<file path="src/rtl/mix_columns_seq.sv">
// Sequential AES forward MixColumns: transforms COLS_PER_CYCLE columns per clock (1, 2 or 4).
// Defining MIX_COLUMNS_BYPASS_EN adds a bypass input that passes the state through unchanged (final round).
module mix_columns_seq #(
  parameter int COLS_PER_CYCLE = 1
) (
  input  logic         clk,
  input  logic         rst,
  input  logic         in_valid,
  output logic         in_ready,
  input  logic [127:0] in_data,
`ifdef MIX_COLUMNS_BYPASS_EN
  input  logic         bypass,
`endif
  output logic         out_valid,
  input  logic         out_ready,
  output logic [127:0] out_data
);

  // state | meaning
  // IDLE  | waiting for a source state, in_ready=1
  // BUSY  | transforming columns in place, one step per clock
  // DONE  | result held on out_data, out_valid=1 until out_ready
  typedef enum logic [1:0] {IDLE, BUSY, DONE} state_t;

  localparam int         STEPS     = 4 / COLS_PER_CYCLE;
  localparam logic [1:0] LAST_STEP = 2'(STEPS - 1);

  state_t       state_q, state_d;
  logic [1:0]   step_q, step_d;
  logic [127:0] work_q, work_d;
  logic         byp_active;
  int           col;

`ifdef MIX_COLUMNS_BYPASS_EN
  logic byp_q, byp_d;
  assign byp_active = byp_q;
`else
  assign byp_active = 1'b0;
`endif

  function automatic logic [7:0] xt2(input logic [7:0] b);
    return {b[6:0], 1'b0} ^ (b[7] ? 8'h1b : 8'h00);
  endfunction

  function automatic logic [31:0] mix_col(input logic [31:0] c);
    logic [7:0] a0, a1, a2, a3;
    {a0, a1, a2, a3} = c;
    return {xt2(a0) ^ xt2(a1) ^ a1 ^ a2 ^ a3,
            a0 ^ xt2(a1) ^ xt2(a2) ^ a2 ^ a3,
            a0 ^ a1 ^ xt2(a2) ^ xt2(a3) ^ a3,
            xt2(a0) ^ a0 ^ a1 ^ a2 ^ xt2(a3)};
  endfunction

  always_comb begin
    state_d   = state_q;
    step_d    = step_q;
    work_d    = work_q;
    in_ready  = 1'b0;
    out_valid = 1'b0;
    col       = 0;
`ifdef MIX_COLUMNS_BYPASS_EN
    byp_d     = byp_q;
`endif
    case (state_q)
      IDLE: begin
        in_ready = 1'b1;
        if (in_valid) begin
          work_d  = in_data;
          step_d  = 2'd0;
          state_d = BUSY;
`ifdef MIX_COLUMNS_BYPASS_EN
          byp_d   = bypass;
`endif
        end
      end
      BUSY: begin
        // Column 0 occupies the MSBs, so ascending columns walk down the word.
        if (!byp_active) begin
          for (int k = 0; k < COLS_PER_CYCLE; k++) begin
            col = int'(step_q) * COLS_PER_CYCLE + k;
            work_d[127 - 32*col -: 32] = mix_col(work_q[127 - 32*col -: 32]);
          end
        end
        step_d = step_q + 2'd1;
        if (step_q == LAST_STEP) state_d = DONE;
      end
      DONE: begin
        out_valid = 1'b1;
        if (out_ready) state_d = IDLE;
      end
      default: state_d = IDLE;
    endcase
  end

  always_ff @(posedge clk) begin
    if (rst) begin
      state_q <= IDLE;
      step_q  <= 2'd0;
      work_q  <= '0;
`ifdef MIX_COLUMNS_BYPASS_EN
      byp_q   <= 1'b0;
`endif
    end else begin
      state_q <= state_d;
      step_q  <= step_d;
      work_q  <= work_d;
`ifdef MIX_COLUMNS_BYPASS_EN
      byp_q   <= byp_d;
`endif
    end
  end

  assign out_data = work_q;

endmodule

</file>
<file path="config.mk">
export PLATFORM = sky130hd
export DESIGN_NAME = mix_columns_seq
export DESIGN_NICKNAME = d
export VERILOG_FILES = /design/src/rtl/mix_columns_seq.sv
export SDC_FILE = /design/constraint.sdc
export NUM_CORES = 1
export LEC_CHECK = 0
export ABC_AREA = 1
export CAP_MARGIN = 20
export CELL_PAD_IN_SITES_DETAIL_PLACEMENT = 1
export CELL_PAD_IN_SITES_GLOBAL_PLACEMENT = 2
export CORE_UTILIZATION = 26
export DETAILED_ROUTE_END_ITERATION = 16
export HOLD_SLACK_MARGIN = 0.05
export PLACE_DENSITY_LB_ADDON = 0.1
export SETUP_SLACK_MARGIN = 0.1
export SLEW_MARGIN = 40
export SYNTH_ARGS = -nofsm -noshare
export SYNTH_HDL_FRONTEND = slang
export SYNTH_SLANG_ARGS = --single-unit
export TNS_END_PERCENT = 10
</file>
<file path="constraint.sdc">
create_clock -name clk -period 4.9 [get_ports clk]
set_input_delay 1.225 -clock clk [delete_from_list [all_inputs] [get_ports clk]]
set_output_delay 1.225 -clock clk [all_outputs]
set_load 0.1 [all_outputs]
</file>
# Yosys cells after proc, flatten, opt, wreduce, memory -nomap -nowiden
# Cells that the tools add are included.
# totals
register_bits,132
inputBits,132
output_inout_bits,130
elab_cells,54
# classes
muxes,15
add_sub_neg,3
n_reduce_logical,4
bitwise_logic,20
eq_ne,6
shift,3
# op_table
cell,n
128-bit case mux with 2 select lines,1
32-bit by 33-bit variable shift with 159-bit output (first input constant),1
159-bit by 8-bit indexed part select with 32-bit output,1
32-bit by 33-bit indexed part select with 159-bit output,1
128-bit bitwise mux,1
128-bit 2-to-1 mux,1
8-bit bitwise XOR,16
8-bit negation with 33-bit output,1
8-bit by 5-bit bitwise XOR with 8-bit output,4
5-bit 2-to-1 mux,4
2-bit 2-to-1 mux,4
7-bit by 7-bit subtractor with 8-bit output (first input constant),1
2-bit != test (second input constant),3
2-bit case mux with 3 select lines,1
2-bit == test (second input constant),2
2-bit case mux with 2 select lines,1
3-bit AND reduction,1
2-bit by 1-bit adder with 2-bit output (second input constant),1
2-bit by 1-bit == test with 1-bit output (second input constant),1
2-bit logical NOT,1
1-bit 2-to-1 mux,2
2-bit AND reduction,1
2-bit nonzero test,1

# Logic depth before layout (Yosys ltp)
# depth
word_depth,11
ltp_mapped,16
mapped_depth_nobuf,14

# Worst setup path before layout
# No wires, ideal clock.
# synth_timing
kind,flip-flop to flip-flop
start,reg state_q[1]
end,"reg work_q[17], in the netlist out_data[17]"
setup_ps,122
arrival_ps,2821
setup_slack_ps,1957
path_stages_with_launch,10
n_path_buf,1
path_cell_list,dfxtp_1 -> nor2_1 -> nand2_1 -> nand2_1 -> inv_2 -> nor2_1 -> inv_2 -> clkbuf_1 -> a21oi_1 -> a21oi_1
# synth_between
elab_chain_cells,3
# synth_lines
element,line,text
"start, declared",28,"state_t state_q, state_d;"
"start signal, assigned",104,state_q <= state_d;
2-bit by 1-bit == test with 1-bit output or 2-bit logical NOT (tied branches),64,case (state_q)
2-bit nonzero test (no source line) or 2-bit != test (tied branches),--,
2-bit AND reduction (no source line),--,
"end signal, assigned",106,work_q <= work_d;
"end, declared",30,"logic [127:0] work_q, work_d;"
# Parallel ways exist; a longest one is shown, timed or not.
# A chain may end at the register's enable or synchronous reset.

# Worst setup path in the final report
# layout_timing
start,reg step_q[0]
end,"reg work_q[28], in the netlist out_data[28]"
# layout_between
elab_chain_cells,11
# layout_lines
element,line,text
"start, declared",29,"logic [1:0] step_q, step_d;"
"start signal, assigned",105,step_q <= step_d;
7-bit by 7-bit subtractor with 8-bit output *,81,work_d[127 - 32*col -: 32] = mix_col(work_q[127 - 32*col -: 32]);
159-bit by 8-bit indexed part select with 32-bit output,81,
5-bit 2-to-1 mux,42,"return {b[6:0], 1'b0} ^ (b[7] ? 8'h1b : 8'h00);"
8-bit by 5-bit bitwise XOR with 8-bit output,42,
8-bit bitwise XOR (on tied branches) (4 in a row),"51, 48, 49",
32-bit by 33-bit indexed part select with 159-bit output,81,
128-bit bitwise mux *,81,
128-bit case mux with 2 select lines *,64,
# Mark *: on every way between the ends. The rest lies on a longest branch, timed or not.

==> metrics <==
run status complete, no violations; detailed-route wire length 48.74 mm; worst r2r src step_q[0]$_SDFFE_PP0P_; initial DRC count 760; Hold Path Depth 2; RSZ-0062 raised after global routing no; r2r worst-path depth 12; Syn Area/Cell 5.871 um2; sequential-to-total area share from yosys stat 28.93%; most used cell, CP nand2_1; Area growth, synth to finish 30.28%; Post-CTS Setup Repair Bufs 0; kind of critical path reg2reg; slew margin rel. a little under half; worst hold path endpoint out_data[11]$_SDFFE_PP0P_; Worst Tran Pin Value between 0.8 and 0.9 ns; Final ANT Viol Nets 0; vias post-DR 11780; ant diodes 0; final net count ~1900; Startpoint Class flip-flop; Mapped Nets 1692; pin count of the biggest net entering global routing 100; Critical Path Start step_q[0]$_SDFFE_PP0P_; Worst R2R End out_data[28]$_SDFFE_PP0P_; CTS clk-pin slew, worst paths 0.06 ns; Post-synth ARST share 0%; VDD IR max 0.0002512 V; worst min-delay path category reg2reg; GRT Residual Overflow 0; Worst Path Required 5.27 ns; initial antenna violation count 0; Ports 262; Post-Syn Area slightly above 9000 um2; Final Max Tran Viols 0; initial core utilization 26.45%; Post-CTS Hold Buffers 0; clk_lat worst skew 0.44 ns; max-cap viol count 0; crit path DAT around 3.4 ns; core area 34540 um2; final setup vio count 0; Yosys cell types 24; buffers added on ports 261; hold_ws 0.5590 ns; # DRC 0; TritonCTS Buffers 17; global placement routability congestion 0.8508; PostCTS Resize Cnt 0; Final HPWL DP 35.20 mm; crit-path cells inv_6 -> nand2_1 -> nand3_1 -> nand2_1 -> inv_1 -> nand2_1 -> nand3_1 -> nand2_1 -> nand2_1 -> nand2_1 -> nand3_1 -> a21oi_1; maximum clock insertion buffer count 2; Synth Flop Type dfxtp_1; Max Fclk 324.9 MHz; Worst Setup End Kind flip-flop; post-detailed-route wirelength per cell 22.02 um; power density cells 522.6 nW/um2; slowest CP cell dfxtp_4; TNS Setup 0 ns; P_leak 5.426 nW; Die ar. 35890 um2; row cnt 68; CP max FO 59; vias per cell ~5.3; CTS tree done; vias in the first global route 11830; drt first pass iters 5; skew final 0.01423 ns; die width about 190 um; r2r setup slk 1.82 ns; #FFs+latches synth 132; share of layout cells above drive strength 1 12.91%; period utilization 62.81%; first-pass GRT wire length 72.79 mm; die height 189.4 um; hold_sp out_data[11]$_SDFFE_PP0P_; Cells after Synth 1556; number of synthesized flops with an enable pin 0; clock sink count 132; Root Driver clkbuf_16; final hold vios 0; crit-path max cell delay approximately 0.64 ns; H-tree levels 4; GRT Overall Usage between 20% and 30%; Synth Warn # 0; crit path time final 3.078 ns
-- routing by layer --
| metal | global-route usage [%] | up-vias | wire [um] | share of wire (%) |
|---|---|---|---|---|
| li1 | - | 5645 | - | - |
| met4 | 6.141 | 0 | 763 | 1.6 |
| met5 | 0 | - | 0 | 0 |
| met1 | 37.18 | 5799 | 23350 | 48 |
| met3 | 3.170 | 37 | 1832 | 3.8 |
| met2 | 43.91 | 302 | 22790 | 47 |
-- cells in the mapped netlist, types with 6 or more instances --
master / number / area (um2)
a21oi_1: 259 / 1296
buf_1: 13 / 48.80
buf_2: 9 / 45.04
buf_4: 10 / 75.07
buf_6: 8 / 90.09
clkbuf_1: 67 / 251.5
dfxtp_1: 132 / 2643
inv_1: 37 / 138.9
inv_2: 8 / 30.03
nand2_1: 591 / 2218
nand2_2: 30 / 187.7
nand3_1: 171 / 855.8
nand4_1: 69 / 431.7
nor2_1: 6 / 22.52
o21ai_0: 129 / 645.6
-- how the worst max path moves through the flow --
stage	to	slack (ns)
floorplan	out_data[17]$_SDFFE_PP0P_	1.96
global placement	out_data[51]$_SDFFE_PP0P_	1.69
detailed placement	out_data[114]$_SDFFE_PP0P_	1.69
CTS	out_data[123]$_SDFFE_PP0P_	1.84
global route	out_data[87]$_SDFFE_PP0P_	1.54
finish	out_data[28]$_SDFFE_PP0P_	1.82
-- placed cells by master (no fill, tap or decap), types with 14 or more instances in the layout --
| cell type | count |
|---|---|
| buf_4 | 14 |
| buf_2 | 130 |
| a21oi_1 | 259 |
| nand4_1 | 69 |
| dfxtp_1 | 130 |
| clkbuf_16 | 17 |
| inv_1 | 35 |
| nand3_1 | 171 |
| nand2_2 | 30 |
| clkdlybuf4s50_1 | 131 |
| nand2_1 | 591 |
| o21ai_0 | 129 |
-- final cells by class --
cell class,instances,area (um2)
Timing Repair Buffer,279,2133
Clock buffer,20,446.7
Fill cell,4562,22640
Tap cell,455,569.3
Multi-Input combinational cell,1271,5834
Clock inverter,10,87.58
Inverter,46,182.7
Sequential cell,132,2648
-- critical path: cells and delay by family (launching register included) --
kind                   cells  cell delay, ns
AND/OR/NAND/NOR            9            1.54
AO/OA/AOI/OAI              1            0.15
buffers and inverters      2            0.60
flip-flops                 1            0.64
-- flip-flops by register name, indices dropped and copies added, names as in the netlist --
| register | flops |
|---|---|
| out_data | 128 |
| state_q | 2 |
| step_q | 2 |
-- power breakdown --
group	total (W)	internal (W)	switching (W)	leakage, nW
Sequential	0.00141	0.00124	0.000166	1.10
Combinational	0.00358	0.000718	0.00286	4.08
Clock	0.00123	0.000700	0.000532	0.250
Total	0.00622	0.00266	0.00356	5.43
-- kinds of logic after synthesis --
logic type               share of synthesized area [%]
flip-flops                                       28.93
AND/OR/NAND/NOR                                  41.13
AO/OA/AOI/OAI                                    21.39
buffers and inverters                            7.533
XOR/XNOR                                        0.4658
adder cells (fa/ha/maj)                         0.5479
-- stage by stage --
stage / setup slack [ns] / utilization (%) / cell area [um2] / total power (W) / instances
global route: 1.542 / 34.45 / 11900 / 0.006549 / 2213
CTS: 1.840 / 34.42 / 11890 / 0.006239 / 2213
finish: 1.822 / 34.45 / 11900 / 0.006220 / 2213
floorplan: 1.957 / - / 9135 / 0.003961 / 1556
global placement: 1.693 / 34.70 / 11990 / 0.005111 / 2182
detailed placement: 1.692 / 32.87 / 11360 / 0.004998 / 2183
No activity file was read; power rests on OpenSTA's default activity.
